<file path="src/rtl/rf_bank_pkg.sv">
// rf_bank_pkg: shared defaults for the rf_bank register file.
//   DEF_DATA_W    default data width in bits (multiple of 8)
//   DEF_DEPTH     default number of registers
//   DEF_ADDR_W    default address width
//   DEF_BASE_ADDR default address of register 0
//   strb_w()      byte-strobe width for a given data width
package rf_bank_pkg;

  localparam int DEF_DATA_W    = 64;
  localparam int DEF_DEPTH     = 23;
  localparam int DEF_ADDR_W    = 16;
  localparam int DEF_BASE_ADDR = 0;

  function automatic int strb_w(input int data_w);
    return data_w / 8;
  endfunction

endpackage

</file>
<file path="src/rtl/rf_bank_dec.sv">
// rf_bank_dec: combinational address decode for rf_bank.
// Ports:
//   addr   in  ADDR_W  shared read/write address
//   we     in  1       write request
//   hit    out 1       address falls inside the register window
//   index  out IDX_W   register index (meaningful only when hit=1)
//   wr_en  out DEPTH   one-hot per-register write enable, gated by we and hit
module rf_bank_dec
  import rf_bank_pkg::*;
#(
  parameter int DEPTH     = DEF_DEPTH,
  parameter int ADDR_W    = DEF_ADDR_W,
  parameter int BASE_ADDR = DEF_BASE_ADDR,
  parameter int IDX_W     = (DEPTH > 1) ? $clog2(DEPTH) : 1
) (
  input  logic [ADDR_W-1:0] addr,
  input  logic              we,
  output logic              hit,
  output logic [IDX_W-1:0]  index,
  output logic [DEPTH-1:0]  wr_en
);

  // Compare in a 33-bit space so BASE_ADDR+DEPTH can never wrap.
  logic [32:0] addr_ext;
  logic [32:0] offset;

  assign addr_ext = 33'(addr);
  assign offset   = addr_ext - 33'(BASE_ADDR);
  assign hit      = (addr_ext >= 33'(BASE_ADDR)) &&
                    (addr_ext <  33'(BASE_ADDR) + 33'(DEPTH));
  assign index    = offset[IDX_W-1:0];

  always_comb begin
    wr_en = '0;
    for (int i = 0; i < DEPTH; i++) begin
      wr_en[i] = we && hit && (offset == 33'(i));
    end
  end

endmodule

</file>
<file path="src/rtl/rf_bank.sv">
// rf_bank: byte-strobed register file with a registered read port.
// Optional feature: define RF_BANK_BYPASS_EN to make a same-cycle read and
// write to one address return the post-write value; otherwise the pre-write
// value is returned.
// Ports:
//   clk      in  1         clock, rising edge
//   reset_n  in  1         asynchronous active-low reset
//   Addr     in  ADDR_W    shared read/write address
//   we       in  1         write request
//   wStrb    in  DATA_W/8  byte write enables
//   wData    in  DATA_W    write data
//   re       in  1         read request
//   rData    out DATA_W    registered read data (held between reads)
//   rValid   out 1         one-cycle pulse per read
//   err      out 1         one-cycle pulse on an out-of-range access
module rf_bank
  import rf_bank_pkg::*;
#(
  parameter int DATA_W    = DEF_DATA_W,
  parameter int DEPTH     = DEF_DEPTH,
  parameter int ADDR_W    = DEF_ADDR_W,
  parameter int BASE_ADDR = DEF_BASE_ADDR
) (
  input  logic                       clk,
  input  logic                       reset_n,
  input  logic [ADDR_W-1:0]          Addr,
  input  logic                       we,
  input  logic [strb_w(DATA_W)-1:0]  wStrb,
  input  logic [DATA_W-1:0]          wData,
  input  logic                       re,
  output logic [DATA_W-1:0]          rData,
  output logic                       rValid,
  output logic                       err
);

  localparam int STRB_W = strb_w(DATA_W);
  localparam int IDX_W  = (DEPTH > 1) ? $clog2(DEPTH) : 1;

  logic [DATA_W-1:0] regs [DEPTH];
  logic              hit;
  logic [IDX_W-1:0]  index;
  logic [DEPTH-1:0]  wr_en;
  logic [DATA_W-1:0] old_val;
  logic [DATA_W-1:0] new_val;
  logic [DATA_W-1:0] rd_val;
  logic              access;

  rf_bank_dec #(
    .DEPTH     (DEPTH),
    .ADDR_W    (ADDR_W),
    .BASE_ADDR (BASE_ADDR),
    .IDX_W     (IDX_W)
  ) u_dec (
    .addr  (Addr),
    .we    (we),
    .hit   (hit),
    .index (index),
    .wr_en (wr_en)
  );

  // Read mux built as a loop so a miss never indexes past the array.
  always_comb begin
    old_val = '0;
    for (int i = 0; i < DEPTH; i++) begin
      if (hit && (index == IDX_W'(i))) old_val = regs[i];
    end
  end

  // Value the addressed register will hold after this edge's write.
  always_comb begin
    new_val = old_val;
    if (we) begin
      for (int b = 0; b < STRB_W; b++) begin
        if (wStrb[b]) new_val[b*8 +: 8] = wData[b*8 +: 8];
      end
    end
  end

`ifdef RF_BANK_BYPASS_EN
  assign rd_val = new_val;
`else
  assign rd_val = old_val;
`endif

  // A write with no strobes is a no-op, so it does not count as an access.
  assign access = re || (we && (|wStrb));

  // Register array: byte-granular writes to the one-hot selected register.
  always_ff @(posedge clk or negedge reset_n) begin
    if (!reset_n) begin
      for (int i = 0; i < DEPTH; i++) regs[i] <= '0;
    end else begin
      for (int i = 0; i < DEPTH; i++) begin
        if (wr_en[i]) begin
          for (int b = 0; b < STRB_W; b++) begin
            if (wStrb[b]) regs[i][b*8 +: 8] <= wData[b*8 +: 8];
          end
        end
      end
    end
  end

  // Read pipeline: one-cycle latency; misses return zero and flag err.
  always_ff @(posedge clk or negedge reset_n) begin
    if (!reset_n) begin
      rData  <= '0;
      rValid <= 1'b0;
      err    <= 1'b0;
    end else begin
      rValid <= re;
      err    <= access && !hit;
      if (re) rData <= hit ? rd_val : '0;
    end
  end

endmodule

</file>
<file path="config.mk">
export PLATFORM = sky130hd
export DESIGN_NAME = rf_bank
export DESIGN_NICKNAME = d
export VERILOG_FILES = /design/src/rtl/rf_bank_pkg.sv /design/src/rtl/rf_bank_dec.sv /design/src/rtl/rf_bank.sv
export SDC_FILE = /design/constraint.sdc
export NUM_CORES = 2
export LEC_CHECK = 0
export BUFFER_PORTS_ARGS = -buffer_cell sky130_fd_sc_hd__buf_2
export CAP_MARGIN = 20
export CORE_MARGIN = 3
export CORE_UTILIZATION = 50
export CTS_CLUSTER_SIZE = 14
export DETAILED_ROUTE_END_ITERATION = 10
export MAX_ROUTING_LAYER = met4
export PLACE_DENSITY = 0.68
export RECOVER_POWER = 100
export SETUP_SLACK_MARGIN = 0.5
export SLEW_MARGIN = 25
export SYNTH_ARGS = -nofsm -noshare
export SYNTH_HDL_FRONTEND = slang
export SYNTH_SLANG_ARGS = --single-unit
</file>
<file path="constraint.sdc">
create_clock -name clk -period 3.1 [get_ports clk]
set_input_delay 0.62 -clock clk [delete_from_list [all_inputs] [get_ports clk]]
set_output_delay 0.62 -clock clk [all_outputs]
set_load 0.02 [all_outputs]
</file>
======== Word-level counts from Yosys, hierarchy flattened ========
Cells that the tools add are included.
word-level totals
  output and inout port bits .............. 66
  logic and storage cells ................. 496
  input bits .............................. 92
  register bits ........................... 1,538
cells by class
  equality and inequality tests ........... 44
  order comparisons ....................... 2
  multiplexer cells ....................... 24
  reduce and logical (&&, ||, !) cells .... 239
operator list
  kind                                                                 count
  2-to-1 mux 64 bit                                                    24
  AND reduction 2 bit                                                  184
  equality test 16 x 4 -> 1 bit (second input constant)                8
  equality test 16 x 5 -> 1 bit (second input constant)                7
  equality test 16 x 3 -> 1 bit (second input constant)                4
  logical AND 1 bit                                                    50
  equality test 5 x 4 -> 1 bit (second input constant)                 8
  equality test 5 bit (second input constant)                          7
  zero test 33 bit                                                     1
  equality test 16 x 2 -> 1 bit (second input constant)                2
  equality test 5 x 3 -> 1 bit (second input constant)                 4
  equality test 16 x 1 -> 1 bit (second input constant)                1
  greater-or-equal comparator 16 x 1 -> 1 bit (second input constant)  1
  < comparator 16 x 5 -> 1 bit (second input constant)                 1
  equality test 5 x 2 -> 1 bit (second input constant)                 2
  OR reduction 8 bit                                                   1
  equality test 5 x 1 -> 1 bit (second input constant)                 1
  zero test 5 bit                                                      1
  zero test 1 bit                                                      1
  logical OR 1 bit                                                     1

======== Longest topological paths before layout ========
  word-level depth ........................ 27
  mapped depth ............................ 14
  mapped depth without buffers ............ 9

======== By module ========
A second synthesis with hierarchy kept.
second synthesis, totals
  cells, all modules ...................... 5,385
  area total of the unflattened synthesis .. 68,807.2 µm²
by module, submodules not included
  module       sequential area each (µm²)  cells each  area each (µm²)  times used
  rf_bank      38,486.9                    5,327       68,461.9         1
  rf_bank_dec  0.0                         58          345.3            1

======== Worst setup path before layout ========
Ideal clock, no wire load.
  path type ............................... input port to flip-flop
  from .................................... input port Addr[13]
  to ...................................... register regs[520] in the netlist's numbering
  required time ........................... 2.975 ns
  stages .................................. 10
  data arrival time ....................... 2.888 ns
  path buffers ............................ 5
  slack ................................... 0.088 ns
  setup time .............................. 0.125 ns
  cells stage by stage .................... or4_1 -> buf_2 -> buf_6 -> nor2_1 -> nand2_1 -> clkbuf_1 -> clkbuf_1 -> buf_2 -> nor2_2 -> mux2_2
on the way
  word-level cells in the longest chain between the ends .. 5
  elaborated cells on any way between the ends .. 7
  those cells by class .................... order compare: 2; eq/ne: 1; reduce/logical: 4
RTL lines
  element                                                                                      line                                  source
  start: declaration                                                                           rf_bank.sv:26                         input logic [ADDR_W-1:0] Addr,
  greater-or-equal comparator 16 x 1 -> 1 bit or < comparator 16 x 5 -> 1 bit (tied branches)  rf_bank_dec.sv:29, rf_bank_dec.sv:30
  logical AND 1 bit                                                                            rf_bank_dec.sv:29                     assign hit = (addr_ext >= 33'(BASE_ADDR)) &&
  logical AND 1 bit                                                                            rf_bank_dec.sv:36                     wr_en[i] = we && hit && (offset == 33'(i));
  logical AND 1 bit *                                                                          rf_bank_dec.sv:36
  AND reduction 2 bit (no line) *                                                              -
  end signal: indexed assignment                                                               rf_bank.sv:96                         if (wStrb[b]) regs[i][b*8 +: 8] <= wData[b*8 +: 8];
  end: declaration                                                                             rf_bank.sv:39                         logic [DATA_W-1:0] regs [DEPTH];
Mark *: on every way between the ends. The rest lies on a longest branch, timed or not.
A chain may end at the register's enable or synchronous reset.

======== Final worst setup path ========
  from .................................... input port Addr[13]
  to ...................................... register rData[37]
on the way
  word-level cells in the longest chain between the ends .. 27
  elaborated cells on any way between the ends .. 50
  those cells by class .................... order compare: 2; mux: 24; reduce/logical: 24
RTL lines
  element                                                                                      line                                  source
  greater-or-equal comparator 16 x 1 -> 1 bit or < comparator 16 x 5 -> 1 bit (tied branches)  rf_bank_dec.sv:29, rf_bank_dec.sv:30
  logical AND 1 bit *                                                                          rf_bank_dec.sv:29
  logical AND 1 bit                                                                            rf_bank.sv:65                         if (hit && (index == IDX_W'(i))) old_val = regs[i];
  2-to-1 mux 64 bit (23 in series)                                                             rf_bank.sv:65
  2-to-1 mux 64 bit *                                                                          rf_bank.sv:112                        if (re) rData <= hit ? rd_val : '0;
  end signal: assignment                                                                       rf_bank.sv:112
  end: declaration                                                                             rf_bank.sv:31                         output logic [DATA_W-1:0] rData,
Marks and branches as above.

==> reports/results.tsv <==
stage	metric	value	unit
global_routing	GRT Total Usage	0.3724	
global_routing	largest net degree at the start of global routing	154	
synth	Post-Synthesis Cells	5589	
layout	layout cell share with drive strength beyond 1	0.4197	
sta	Slew headroom	-0.3335	
sta	Slew Viols, Final	888	
power	sequential power share	0.479	
synth	EDFF count, synth	0	
power	maximum vdd drop	0.4622	mV
layout	Area growth syn-to-layout	24.80	%
sta	fin crit share	0.9385	
synth	Synth top area share	0.5500	
setup_path	CP required	3820	ps
placement	routability congestion estimate	0.9543	
route	wire length per cell	31.46	µm
synth	post-synthesis sequential area ratio	0.5500	
clock_tree	CTS Buf Count	164	
setup_path	Worst R2R Start	regs[1056]	
power	leakage power	41.90	nW
synth	Yosys cell types	78	
route	drt via density	6.516	
synth	Synth Cell Area	0.06998	mm²
setup_path	Max FO, Critical Path	35	
global_routing	global-route wire length before repair	385900	µm
power	Clk pwr share	0.480	
clock_tree	Bufs on Longest Clock Path	3	
die	Initial Util	0.5065	
placement	I/O Buffers	157	
layout	nets@finish	6545	
route	initial DRC count	5413	
layout	# fillers	10860	
die	Die W	380.1	µm
clock_tree	worst skew pair latency	840	ps
setup_path	CP arrival	3630	ps
power	sw frac	0.2378	
route	# DRC	0	
die	Core ar.	0.1382	mm²
power	Comb power frac	0.041	
clock_tree	Reg clk slew, reported paths	60	ps
power	Net Sw Power	9.965	mW
sta	Hold Fails Final Rpt	0	
sta	RSZ-0062 raised after global routing	yes	
synth	Mapped Nets	5681	
global_routing	GRT overflow	0	
route	Routed Antenna Nets	0	
setup_path	Critical Path Slowest Stage Cell	or4_1	
synth	Most used DFF post-synth	dfrtp_1	
layout	Util after Layout	0.6321	
synth	asr flop ratio synth	1.000	
clock_tree	clk root buf	clkbuf_16	
global_routing	initial antenna violation count	15	
synth	Synth top cells by count	1,538 x dfrtp_1, 1,489 x mux2_2, 333 x nor2_1, 280 x a21oi_1, 236 x o21ai_0	
route	via count	55140	
power	P per Cell Area	479.9	mW/mm²
clock_tree	CTS tree	yes	
synth	Synth Area per Inst	12.52	µm²
sta	Slew @ Worst Pin	2000	ps
setup_path	CP Capture Type	flop	
clock_tree	clk sinks	1538	
global_routing	number of global-route vias before repair	55900	
die	I/O pin total	158	
clock_tree	H-tree depth	4	
sta	min Tclk post-route	2909	ps
synth	most area-hungry cell type in the Yosys netlist	dfrtp_1	
sta	worst setup margin	190.8	ps
sta	clock skew	40.56	ps
setup_path	startpoint types	input port	
placement	DP HPWL	189500	µm
job	maxcap violations	11	
die	row cnt	136	
setup_path	r2r setup slk	730	ps
power	Pint	31.95	mW
synth	most area-consuming cells after synthesis	dfrtp_1 55%, mux2_2 24%, a21oi_1 2.0%	
run_status	violated checks	max-capacitance violations, max-slew violations	
route	Detailed Routing Iterations Pass 1	8	
synth	yosys warns	0	
synth	Seq cells post-synth	1538	
route	Total Wirelength	266200	µm
min_path	worst hold path class	in -> async	
setup_path	RR Endpoint	rData[32]	
setup_path	Worst Path Class, Setup	in -> reg	
placement	pre-CTS setup slack	-729.9	ps
die	die height	380.1	µm
synth	most common cell in the netlist	dfrtp_1	
setup_path	Worst R2R Path Depth	7	
die	die area	0.1445	mm²
run_status	status	complete, but fails checks	
setup_path	crit-path cells	clkbuf_1 > or4_1 > buf_12 > buf_4 > nor3_4 > buf_6 > nand3_4 > buf_4 > clkbuf_4 > nor2_1 > buf_4 > a22oi_1 > o31ai_2	
setup_path	Worst path most repeated cell	buf_4	
sta	f_max	343.7	MHz
setup_path	CP peak stage delay	710	ps
sta	Setup violations, final	0	
worst max-delay path, delay by kind of cell:
| kind | cells | cell delay, ps |
|---|---|---|
| buf+inv | 7 | 1480 |
| compound gates | 2 | 190 |
| simple gates | 4 | 1280 |
flip-flops by register name (all words and copies together) (netlist names):
name,flops
rValid,1
regs,1472
rData,64
err,1
layout by cell type, fill, tap and decap left out, types with 42 or more instances in the layout:
cell / n
o211ai_1: 46
o221ai_1: 75
o21ai_0: 173
buf_2: 86
buf_12: 132
nand3_1: 52
o22ai_1: 66
clkbuf_16: 168
nor2_4: 68
clkbuf_1: 239
o21ai_1: 51
nor2_1: 326
mux2i_1: 55
nand2_1: 204
a221oi_1: 85
mux2_2: 1139
mux2_4: 129
a21oi_1: 247
buf_4: 593
a22oi_1: 112
dfrtp_1: 1538
mux2_1: 221
buf_6: 42
worst max-delay path by stage:
stage	slack, ps	cells past startpoint	end	startpoint
floorplan	180	12	rData[19]	Addr[13]
global placement	-760	14	rData[27]	Addr[13]
detailed placement	-730	14	rData[27]	Addr[13]
CTS	400	14	rData[27]	Addr[10]
global route	160	13	rData[37]	Addr[13]
finish	190	13	rData[37]	Addr[13]
layer usage:
metal,track usage,vias to the layer above,part of all wire
li1,-,22540,-
met5,-,-,0
met2,0.5818,2862,0.47
met1,0.4567,28840,0.38
met4,0.2254,0,0.076
met3,0.06107,897,0.073
final cells by class:
cell class | instances | area (µm²) | share of cell area
diodes | 18 | 45.04 | 0.0005157
clock buffers | 233 | 4753 | 0.05442
clock inverters | 61 | 742.0 | 0.008495
inverters | 10 | 37.54 | 0.0004298
multi-input cells | 3634 | 31770 | 0.3638
flip-flops and latches | 1538 | 38490 | 0.4407
well taps | 1863 | 2331 | 0.02669
repair buffers | 1105 | 9171 | 0.1050
cells by family after synthesis:
kind of cell | after synthesis | share of synthesized area
flops | 1538 | 0.5500
buf+inv | 418 | 0.02448
mux | 1551 | 0.2497
simple gates | 903 | 0.06208
compound gates | 1179 | 0.1137
power by group through the flow:
stage	registers, mW	logic (mW)	clock network, mW
2_1_floorplan	20.5	0.574	0
3_3_place_gp	20.5	1.73	0
3_5_place_dp	20.5	1.75	0
4_1_cts	20.1	1.76	20.3
5_1_grt	20.1	1.79	21.1
6_report	20.1	1.71	20.1
stage by stage:
step	hold slack, ps	TNS, ps	total power [mW]	cells	cell area [µm²]
after floorplan	324.4	0	21.03	5589	72630
after global placement	481.5	-121070	22.19	8100	82840
after detailed placement	486.7	-133610	22.20	8100	82840
after CTS	247.3	0	42.12	8404	88730
after global routing	291.4	0	43.01	8457	87330
final	294.9	0	41.91	8462	87340
repair_timing:
action | 4_1_cts | 5_1_grt
pin swaps | 18 | 118
setup buffers | 8 | 36
resized for setup | 83 | 254
hold buffers | 1 | 0
setup endpoints to repair | 49 | 142
hold endpoints to repair | 37 | 0
gates cloned | 1 | 4
Power figures use the tool's default switching activity.
